==> src/rtl/ps2_rx_filter.sv <==
// PS/2 device-to-host receiver: synchronises and deglitches the line, deserialises 11-bit frames,
// drops break (F0 xx) and extended (E0) prefixes, and strobes each accepted make code out.
module ps2_rx_filter #(
  parameter int FILTER_LEN  = 8,
  parameter int TIMEOUT_CYC = 100000
) (
  input  logic       clk_i,
  input  logic       rst_n_i,
  input  logic       en_i,
  input  logic       ps2d_i,
  input  logic       ps2c_i,
  output logic [7:0] dato_o,
  output logic       tick_o,
  output logic       correct_o
);

  // state | meaning
  // IDLE  | waiting for a start bit (filtered clock fall with data low)
  // RX    | shifting in 8 data bits, parity and stop; timeout armed
  // DONE  | one cycle: check parity/stop and apply break/extended filtering
  localparam logic [1:0] IDLE = 2'd0;
  localparam logic [1:0] RX   = 2'd1;
  localparam logic [1:0] DONE = 2'd2;

  localparam int               TO_W    = $clog2(TIMEOUT_CYC);
  localparam logic [TO_W-1:0]  TO_LAST = TO_W'(TIMEOUT_CYC - 1);
  localparam logic [7:0]       BRK_CODE = 8'hF0;
  localparam logic [7:0]       EXT_CODE = 8'hE0;

  logic                  c_sync1_q, c_sync2_q;
  logic                  d_sync1_q, d_sync2_q;
  logic [FILTER_LEN-1:0] filt_q;
  logic                  fclk_q, fclk_d;
  logic                  fall;
  logic                  d_sample;

  logic [1:0]      state_q, state_d;
  logic [3:0]      bit_cnt_q, bit_cnt_d;
  logic [9:0]      shift_q, shift_d;
  logic [TO_W-1:0] to_cnt_q, to_cnt_d;
  logic            brk_q, brk_d;
  logic            ext_q, ext_d;
  logic [7:0]      dato_q, dato_d;
  logic            tick_q, tick_d;
  logic            correct_q, correct_d;

  logic [7:0]      rx_byte;
  logic            frame_ok;

  // Line conditioning runs regardless of en_i so re-enabling never sees a stale edge.
  always_ff @(posedge clk_i or negedge rst_n_i) begin
    if (!rst_n_i) begin
      c_sync1_q <= 1'b1;
      c_sync2_q <= 1'b1;
      d_sync1_q <= 1'b1;
      d_sync2_q <= 1'b1;
      filt_q    <= '1;
      fclk_q    <= 1'b1;
    end else begin
      c_sync1_q <= ps2c_i;
      c_sync2_q <= c_sync1_q;
      d_sync1_q <= ps2d_i;
      d_sync2_q <= d_sync1_q;
      filt_q    <= {filt_q[FILTER_LEN-2:0], c_sync2_q};
      fclk_q    <= fclk_d;
    end
  end

  always_comb begin
    fclk_d = fclk_q;
    if (&filt_q) begin
      fclk_d = 1'b1;
    end else if (~|filt_q) begin
      fclk_d = 1'b0;
    end
  end

  assign fall     = fclk_q & ~fclk_d;
  assign d_sample = d_sync2_q;

  // shift_q fills from the top: [7:0] data LSB first, [8] parity, [9] stop.
  assign rx_byte  = shift_q[7:0];
  assign frame_ok = (^shift_q[8:0]) & shift_q[9];

  always_comb begin
    state_d   = state_q;
    bit_cnt_d = bit_cnt_q;
    shift_d   = shift_q;
    to_cnt_d  = to_cnt_q;
    brk_d     = brk_q;
    ext_d     = ext_q;
    dato_d    = dato_q;
    tick_d    = 1'b0;
    correct_d = correct_q;

    if (!en_i) begin
      state_d   = IDLE;
      bit_cnt_d = 4'd0;
      to_cnt_d  = '0;
      brk_d     = 1'b0;
      ext_d     = 1'b0;
    end else begin
      case (state_q)
        IDLE: begin
          if (fall && !d_sample) begin
            state_d   = RX;
            bit_cnt_d = 4'd0;
            to_cnt_d  = '0;
          end
        end
        RX: begin
          if (fall) begin
            shift_d   = {d_sample, shift_q[9:1]};
            bit_cnt_d = bit_cnt_q + 4'd1;
            to_cnt_d  = '0;
            if (bit_cnt_q == 4'd9) begin
              state_d = DONE;
            end
          end else if (to_cnt_q == TO_LAST) begin
            state_d   = IDLE;
            correct_d = 1'b0;
          end else begin
            to_cnt_d = to_cnt_q + 1'b1;
          end
        end
        DONE: begin
          state_d = IDLE;
          if (!frame_ok) begin
            correct_d = 1'b0;
          end else begin
            correct_d = 1'b1;
            if (rx_byte == BRK_CODE) begin
              brk_d = 1'b1;
            end else if (rx_byte == EXT_CODE) begin
              ext_d = 1'b1;
            end else if (brk_q) begin
              brk_d = 1'b0;
              ext_d = 1'b0;
            end else begin
              dato_d = rx_byte;
              tick_d = 1'b1;
              ext_d  = 1'b0;
            end
          end
        end
        default: state_d = IDLE;
      endcase
    end
  end

  always_ff @(posedge clk_i or negedge rst_n_i) begin
    if (!rst_n_i) begin
      state_q   <= IDLE;
      bit_cnt_q <= 4'd0;
      shift_q   <= '0;
      to_cnt_q  <= '0;
      brk_q     <= 1'b0;
      ext_q     <= 1'b0;
      dato_q    <= 8'h00;
      tick_q    <= 1'b0;
      correct_q <= 1'b0;
    end else begin
      state_q   <= state_d;
      bit_cnt_q <= bit_cnt_d;
      shift_q   <= shift_d;
      to_cnt_q  <= to_cnt_d;
      brk_q     <= brk_d;
      ext_q     <= ext_d;
      dato_q    <= dato_d;
      tick_q    <= tick_d;
      correct_q <= correct_d;
    end
  end

  assign dato_o    = dato_q;
  assign tick_o    = tick_q;
  assign correct_o = correct_q;

endmodule

==> config.mk <==
export PLATFORM = sky130hd
export DESIGN_NAME = ps2_rx_filter
export DESIGN_NICKNAME = d
export VERILOG_FILES = /design/src/rtl/ps2_rx_filter.sv
export SDC_FILE = /design/constraint.sdc
export NUM_CORES = 1
export LEC_CHECK = 0
export ABC_AREA = 0
export ABC_CLOCK_PERIOD_IN_PS = 6600
export CAP_MARGIN = 30
export CORE_ASPECT_RATIO = 0.9
export CORE_MARGIN = 4
export CORE_UTILIZATION = 63
export DETAILED_ROUTE_END_ITERATION = 7
export PLACE_DENSITY = 0.88
export SYNTH_ARGS = -nofsm -noshare
export SYNTH_HDL_FRONTEND = slang
export SYNTH_SLANG_ARGS = --single-unit
==> constraint.sdc <==
create_clock -name clk_i -period 6.6 [get_ports clk_i]
set_input_delay 1.32 -clock clk_i [delete_from_list [all_inputs] [get_ports clk_i]]
set_output_delay 1.32 -clock clk_i [all_outputs]
set_load 0.1 [all_outputs]
# Word level (Yosys, flattened, before mapping)
# Cells that the tools add are included.
[classes]
addsub = 2
mul = 0
n_div = 0
magnitude_cmp = 0
eq_ne = 17
n_shift = 0
muxes = 32
bitwise_logic = 6
reduce_logical = 14
[ops]
columns = ["cell", "count"]
rows = [
  ["$mux W17", 4],
  ["$pmux W17 S2", 1],
  ["$add A17 B1 Y17 const B", 1],
  ["$eq A17 B17 Y1 const B", 1],
  ["$eq A8 B8 Y1 const B", 2],
  ["$mux W1", 16],
  ["$reduce_and A3 Y1", 5],
  ["$mux W4", 3],
  ["$ne A4 B4 Y1 const B", 3],
  ["$mux W2", 5],
  ["$ne A3 B3 Y1 const B", 3],
  ["$reduce_xor A9 Y1", 1],
  ["$pmux W4 S2", 1],
  ["$reduce_and A8 Y1", 1],
  ["$reduce_or A8 Y1", 1],
  ["$reduce_and A6 Y1", 1],
  ["$add A4 B1 Y4 const B", 1],
  ["$eq A4 B4 Y1 const B", 1],
  ["$ne A2 B1 Y1 const B", 2],
  ["$ne A2 B2 Y1 const B", 2],
  ["$not A1 Y1", 4],
  ["$pmux W2 S2", 1],
  ["$reduce_and A4 Y1", 1],
  ["$ne A3 B1 Y1 const B", 1],
  ["8 further kinds", 9],
]
[word_totals]
register_bits = 57
latch_bits = 0
ram_bits = 0
romBits = 0
inputBits = 5
out_inout_bits = 10
word_cells = 85
memories = 0

# Logic depth before layout (Yosys ltp)
# Gate-level depths: netlist (run 1).
[logic_depth]
word_depth = 9
depth_mapped = 7

# Worst setup path before layout (run 1)
# No wires, ideal clock.
[synth_path]
path_kind = "input to register"
startpoint = "input en_i"
endpoint = "register to_cnt_q[10]"
setup_time_ns = 0.095
t_arrival_ns = 2.716
setup_slack_ns = 3.789
cell_stages = 7
cell_sequence = "buf_2 inv_1 a311o_2 or2_2 clkbuf_1 buf_2 o31ai_1"
[synth_via]
elab_chain_len = 2
elab_cells_between_ends = 5
cone_classes = "eq/ne: 3; mux: 1; reduce/logical: 1"
[synth_rtl]
columns = ["item", "line", "rtl"]
rows = [
  ["start: declaration", "9", "input logic en_i,"],
  ["$ne A4 B4 Y1 (no line), or another cell as far along", "-", ""],
  ["$reduce_and A3 Y1 (no line)", "-", ""],
  ["end signal: assignment", "166", "to_cnt_q <= to_cnt_d;"],
  ["end: declaration", "40", "logic [TO_W-1:0] to_cnt_q, to_cnt_d;"],
]
# Parallel ways exist; a longest one is shown, timed or not.
# A chain may end at the register's enable or synchronous reset.

# Final worst setup path (run 1)
[layout_path]
startpoint = "input en_i"
endpoint = "register to_cnt_q[13]"
# The elaborated chain is that of the path after synthesis.

==> metrics.txt, run 1 <==
Finished Cell Area=3010 µm²; P&R area growth vs syn=13.2%; setup repair bufs after CTS=0; crit share post-route=49.3%; CORE AREA=4070 µm²; syn_nets=253; htree depth=3; post-cts resize count=0; Power per Cell Area=236 nW/µm²; met3 GRT Util=9.87%; top cells by count, synth=44 x dfrtp_1, 27 x o21ai_0, 22 x nand2_1, 14 x nand3_1; total global-route track usage=20.5%; # diodes=0; Worst Hold End=c_sync2_q$_DFF_PN1_; global-route wire length before repair=8490 µm; GR Util met1=25.3%; Placed Area=2820 µm²; Place WS=3.03 ns; CTS tree=built; total power=0.000711 W; cells after synthesis=240; vias per cell=6.04; DIE WIDTH=76.5 µm; Worst-Margin Slew=0.973 ns; via count=1861; DRT Wirelength=4740 µm; asr flop ratio synth=100%; Bufs on Longest Clock Path=2; crit path launch type=primary input; vias in the first global route=1819; Top FF cell, synth=dfrtp_1; Synth cell types=48; synth top area cells=dfrtp_1 41%, dfstp_2 13%, mux2_2 5.5%, o21ai_0 5.1%, ha_1 3.8%; Min Hold Slack=0.356 ns; Die Ht=69.7 µm; Mapped Area=2660 µm²; share of cells above drive strength 1=20.0%; fmax=308 MHz; Mean Syn Cell Area=11.1 µm²; Int Power=0.000550 W; Global Route met2 Usage=31.7%; Critical Path AT=3.53 ns; worst setup path start=en_i; Yosys top cell area share=41.4%; top-count cell post-synth=dfrtp_1; Post-synth EDFFs=0; final antenna-violating net count=0; antenna violations before repair=0; FF-to-FF End=dato_o[3]$_DFFE_PN0P_; register clock-pin slew on the reported worst setup and hold paths=0.06 ns; # clock sinks=57; min-delay src=c_sync1_q$_DFF_PN1_; Worst R2R Path Depth=7; Max Cap Viol=0; nets=268; Hold-fix buffers, CTS=0; peak fanout along the critical path=17; setup slack, reg-to-reg=4.08 ns; Final min period=3.25 ns; Slew Limit Fails=0; largest net degree at the start of global routing=58; global routing's busiest layer=met2; status=complete, no violations; leak pwr=1.31 nW; placer congestion estimate=0.825; Logic pwr share=3.6%; Critical R2R Launch=shift_q[4]$_DFFE_PN0P_; Worst slew margin=34.9%; Worst-Skew Late Latency=0.34 ns; sequential power share=51.6%; clk root buf=clkbuf_8; worst hold path class=flip-flop to flip-flop; Net Sw Frac=22.7%; post-detailed-route DRC marker count=0; detail-routed net length per standard cell=15.4 µm; largest vdd supply drop=180 µV; Starting DRT DRC Count=171; die area=5330 µm²; Final Hold Vio Count=0; Clock Power Share=44.8%; total global routing overflow=0; Critical Path End Type=flip-flop; Total Negative Setup Slacks=0 ns; TritonRoute pass-1 iters=4; YS warnings=0; row count=22; clock skew=0.00620 ns; Setup Crit Path Kind=primary input to flip-flop; DP Wirelength=3110 µm; Starting Density=65.4%; cell taking the most area after synthesis=dfrtp_1; Final Setup Violations=0; CP required=6.88 ns; unrepaired setup endpoints after global routing=false; Hold Path Depth=0; cts bufs inserted=9; synthesized flop and latch total=57; Port Buf Inserts=14; Setup WS post-layout=3.35 ns; NetSw=0.000161 W; Seq/Total Area, Yosys=54.2%; # IOs=15
[cell families after synthesis]
family                     share of synthesized area (%)
AOI/OAI and AO/OA                                   13.5
adders and majority gates                           3.76
buffers and inverters                               3.05
and+or+nand+nor                                     17.9
DFF                                                 54.2
muxes                                               5.50
xor gates and xnor gates                            2.16
[layout by cell type, fill, tap and decap left out, types with 2 or more instances in the layout]
cell type | synthesis | routed
a21oi_1 | 5 | 5
a31oi_1 | 6 | 6
and3_1 | 4 | 4
and4_1 | 2 | 2
clkbuf_8 | 0 | 10
clkdlybuf4s50_1 | 0 | 13
clkinv_2 | 0 | 3
dfrtp_1 | 44 | 44
dfstp_2 | 13 | 13
ha_1 | 8 | 8
inv_1 | 9 | 9
mux2_2 | 13 | 13
nand2_1 | 22 | 22
nand2b_1 | 2 | 2
nand3_1 | 14 | 14
nand4_1 | 5 | 5
nor2_1 | 7 | 7
nor2b_1 | 3 | 3
nor3_1 | 2 | 2
nor4_4 | 2 | 2
nor4bb_1 | 2 | 2
o21ai_0 | 27 | 27
o31ai_1 | 9 | 9
or2_2 | 3 | 3
or3_1 | 3 | 3
xnor2_1 | 2 | 2
xor2_1 | 2 | 2
[worst max-delay path by stage]
| stage | to | depth (start not counted) |
|---|---|---|
| final | to_cnt_q[13]$_DFFE_PN0P_ | 6 |
| after global routing | to_cnt_q[13]$_DFFE_PN0P_ | 6 |
| after CTS | to_cnt_q[13]$_DFFE_PN0P_ | 6 |
| after detailed placement | to_cnt_q[13]$_DFFE_PN0P_ | 6 |
| after global placement | to_cnt_q[13]$_DFFE_PN0P_ | 6 |
| after floorplan | to_cnt_q[10]$_DFFE_PN0P_ | 7 |
[per-layer routing]
metal	share of wire [%]	wire [µm]
met5	0	0
met4	1.5	71
met3	4.6	220
met2	48	2270
met1	46	2170
[metrics by stage]
stage	utilization, %	instances
2_1_floorplan	-	240
3_3_place_gp	69.2	292
3_5_place_dp	69.2	292
4_1_cts	74.0	308
5_1_grt	74.0	308
6_report	74.0	308
[sequential cells by signal (all words and copies together), names as in the netlist]
name and cells:
state_q 2, bit_cnt_q 4, fclk_q 1, correct_o 1, filt_q 8, shift_q 10
brk_q 1, tick_o 1, to_cnt_q 17, dato_o 8, d_sample 1, d_sync1_q 1
c_sync2_q 1, c_sync1_q 1
[power by group through the flow]
stage / Clock, W / Sequential [W] / Combinational (W)
2_1_floorplan: 0 / 0.000374 / 0.0000115
3_3_place_gp: 0 / 0.000372 / 0.0000254
3_5_place_dp: 0 / 0.000373 / 0.0000264
4_1_cts: 0.000325 / 0.000367 / 0.0000264
5_1_grt: 0.000344 / 0.000368 / 0.0000294
6_report: 0.000319 / 0.000367 / 0.0000258
[critical path: stages]
cell,delay (ns)
clkdlybuf4s50_1,0.63
inv_1,0.22
a311o_2,0.48
or2_2,0.44
nor4_1,0.32
a21o_1,0.12
[area by class of cell]
class / instances / area [µm²]
clock buffer: 10 / 138
clock inverter: 6 / 57.6
fill: 290 / 1060
inverter: 9 / 33.8
multi-input combinational: 163 / 1140
sequential: 57 / 1440
tap: 48 / 60.1
timing repair buffer: 15 / 143
(Power assumes the default switching activity.)
==> run 2, diff against run 1 <==
--- a/config.mk
+++ b/config.mk
@@ -6,13 +6,13 @@
 export NUM_CORES = 1
 export LEC_CHECK = 0
 export ABC_AREA = 0
-export ABC_CLOCK_PERIOD_IN_PS = 6600
+export ABC_CLOCK_PERIOD_IN_PS = 3300
 export CAP_MARGIN = 30
 export CORE_ASPECT_RATIO = 0.9
 export CORE_MARGIN = 4
-export CORE_UTILIZATION = 63
+export CORE_UTILIZATION = 59
 export DETAILED_ROUTE_END_ITERATION = 7
-export PLACE_DENSITY = 0.88
+export PLACE_DENSITY = 0.84
 export SYNTH_ARGS = -nofsm -noshare
 export SYNTH_HDL_FRONTEND = slang
 export SYNTH_SLANG_ARGS = --single-unit
==> constraint.sdc (replaced) <==
create_clock -name clk_i -period 3.3 [get_ports clk_i]
set_input_delay 0.66 -clock clk_i [delete_from_list [all_inputs] [get_ports clk_i]]
set_output_delay 0.66 -clock clk_i [all_outputs]
set_load 0.1 [all_outputs]
==> run 2 against run 1 <==
Critical path depth did not move. Power rose by 98%. Register-to-register slack lost 3.3 ns. Sequential power is 100% higher.
==> metrics.txt, run 2 (synthesized netlist as in run 1, its figures left out) <==
DIE WIDTH=78.8 µm; Largest register FFs=17; Final min period=2.59 ns; Worst-Margin Slew=0.624 ns; Critical Path AT=2.86 ns; Setup Crit Path Kind=primary input to flip-flop; final core occ=71.6%; Power per Cell Area=468 nW/µm²; Worst-Skew Late Latency=0.33 ns; total global routing overflow=0; Critical Path Max Stage Delay=0.63 ns; nets=269; vias per cell=5.90; largest net degree at the start of global routing=28; peak fanout along the critical path=17; post-detailed-route DRC marker count=0; vias in the first global route=1861; Max Cap Viol=0; clk root buf=clkbuf_8; worst path cell trace=clkdlybuf4s50_1 -> inv_1 -> a311o_2 -> or2_2 -> nor4_1 -> a21o_1; # diodes=0; DRT Wirelength=4870 µm; register clock-pin slew on the reported worst setup and hold paths=0.06 ns; TritonRoute pass-1 iters=4; largest vdd supply drop=302 µV; Starting Density=63.2%; setup repair bufs after CTS=0; row count=22; global-route wire length before repair=8630 µm; total power=0.00141 W; Final Setup Violations=0; Bufs on Longest Clock Path=2; via count=1894; Hold-fix buffers, CTS=0; CORE AREA=4210 µm²; final antenna-violating net count=0; htree depth=3; final cell count without fillers=321; DP Wirelength=3350 µm; slowest CP cell=clkdlybuf4s50_1; most frequent cells in the layout=44 x dfrtp_1, 27 x o21ai_0, 22 x nand2_1, 14 x nand3_1; worst hold path class=primary input to async pin; status=complete, no violations; total global-route track usage=19.6%; detail-routed net length per standard cell=15.2 µm; CP required=3.57 ns; largest registers=to_cnt_q (17), shift_q (10); Die Ht=71.7 µm; CTS tree=built; post-cts resize count=0; clock skew=0.00791 ns; antenna violations before repair=0; Total Negative Setup Slacks=0 ns; Starting DRT DRC Count=126; fmax=387 MHz; placer congestion estimate=0.862; Port Buf Inserts=14; leak pwr=1.33 nW; Slew Limit Fails=0; # IOs=15; crit path launch type=primary input; P&R area growth vs syn=13.3%; cts bufs inserted=9; Final Hold Vio Count=0; Setup WS post-layout=0.714 ns; Critical Path End Type=flip-flop; crit share post-route=78.4%; share of cells above drive strength 1=23.4%; # clock sinks=57; placed cell count=305; Worst slew margin=58.4%; commonest non-fill, non-tap cell in the layout=dfrtp_1; die area=5650 µm²; register with the most flip-flops=to_cnt_q; Place WS=0.386 ns; unrepaired setup endpoints after global routing=false
[run 2: changes by cell type in the layout (fill, tap and decap cells not counted)]
cell | before | now
buf_12 | 0 | 1
clkinv_4 | 1 | 0
clkdlybuf4s50_1 | 13 | 3
buf_4 | 1 | 11
clkinv_2 | 3 | 2
clkbuf_1 | 0 | 3
clkinv_1 | 1 | 0
[run 2: critical path, delay by kind of cell]
| kind | cells | cell delay, ns |
|---|---|---|
| AO/OA/AOI/OAI | 2 | 0.60 |
| buffers and inverters | 2 | 0.83 |
| AND/OR/NAND/NOR | 2 | 0.76 |
[run 2: metrics by stage]
step                hold WS [ns]  instance area, µm²
floorplan                  0.345                2660
global placement           0.346                2810
detailed placement         0.349                2830
CTS                        0.315                3020
global route               0.359                3020
finish                     0.313                3020
[run 2: metal layers]
metal	wire length [µm]	global-route usage (%)	up-vias	share of wire [%]
met5	0	0	-	0
met4	90	8.02	0	1.8
met3	230	6.28	9	4.7
met2	2340	31.8	38	48
met1	2210	24.5	938	45
li1	-	-	909	-
[run 2: worst paths after layout]
check / from / end / slack (ns) / cells past startpoint
min reg2reg: c_sync2_q$_DFF_PN1_ / filt_q[0]$_DFF_PN1_ / 0.36 / 0
max in group asynchronous: rst_n_i / d_sync1_q$_DFF_PN1_ / 2.38 / 2
min in group clk_i: c_sync2_q$_DFF_PN1_ / filt_q[0]$_DFF_PN1_ / 0.36 / 0
max reg2reg: shift_q[4]$_DFFE_PN0P_ / dato_o[4]$_DFFE_PN0P_ / 0.80 / 7
min: rst_n_i / shift_q[2]$_DFFE_PN0P_ / 0.31 / 1
max: en_i / to_cnt_q[13]$_DFFE_PN0P_ / 0.71 / 6
[run 2: final cells by class]
| type | instances | area, µm² |
|---|---|---|
| inverters | 9 | 33.8 |
| clock inverters | 3 | 40.0 |
| well taps | 60 | 75.1 |
| fillers | 337 | 1190 |
| clock buffers | 13 | 149 |
| repair buffers | 16 | 138 |
| flip-flops and latches | 57 | 1440 |
| multi-input cells | 163 | 1140 |
[run 2: where the power goes]
group / internal, W / switching (W) / total (W)
logic: 0.0000192 / 0.0000342 / 0.0000534
registers: 0.000720 / 0.0000142 / 0.000735
clock network: 0.000367 / 0.000256 / 0.000623
total: 0.00111 / 0.000304 / 0.00141
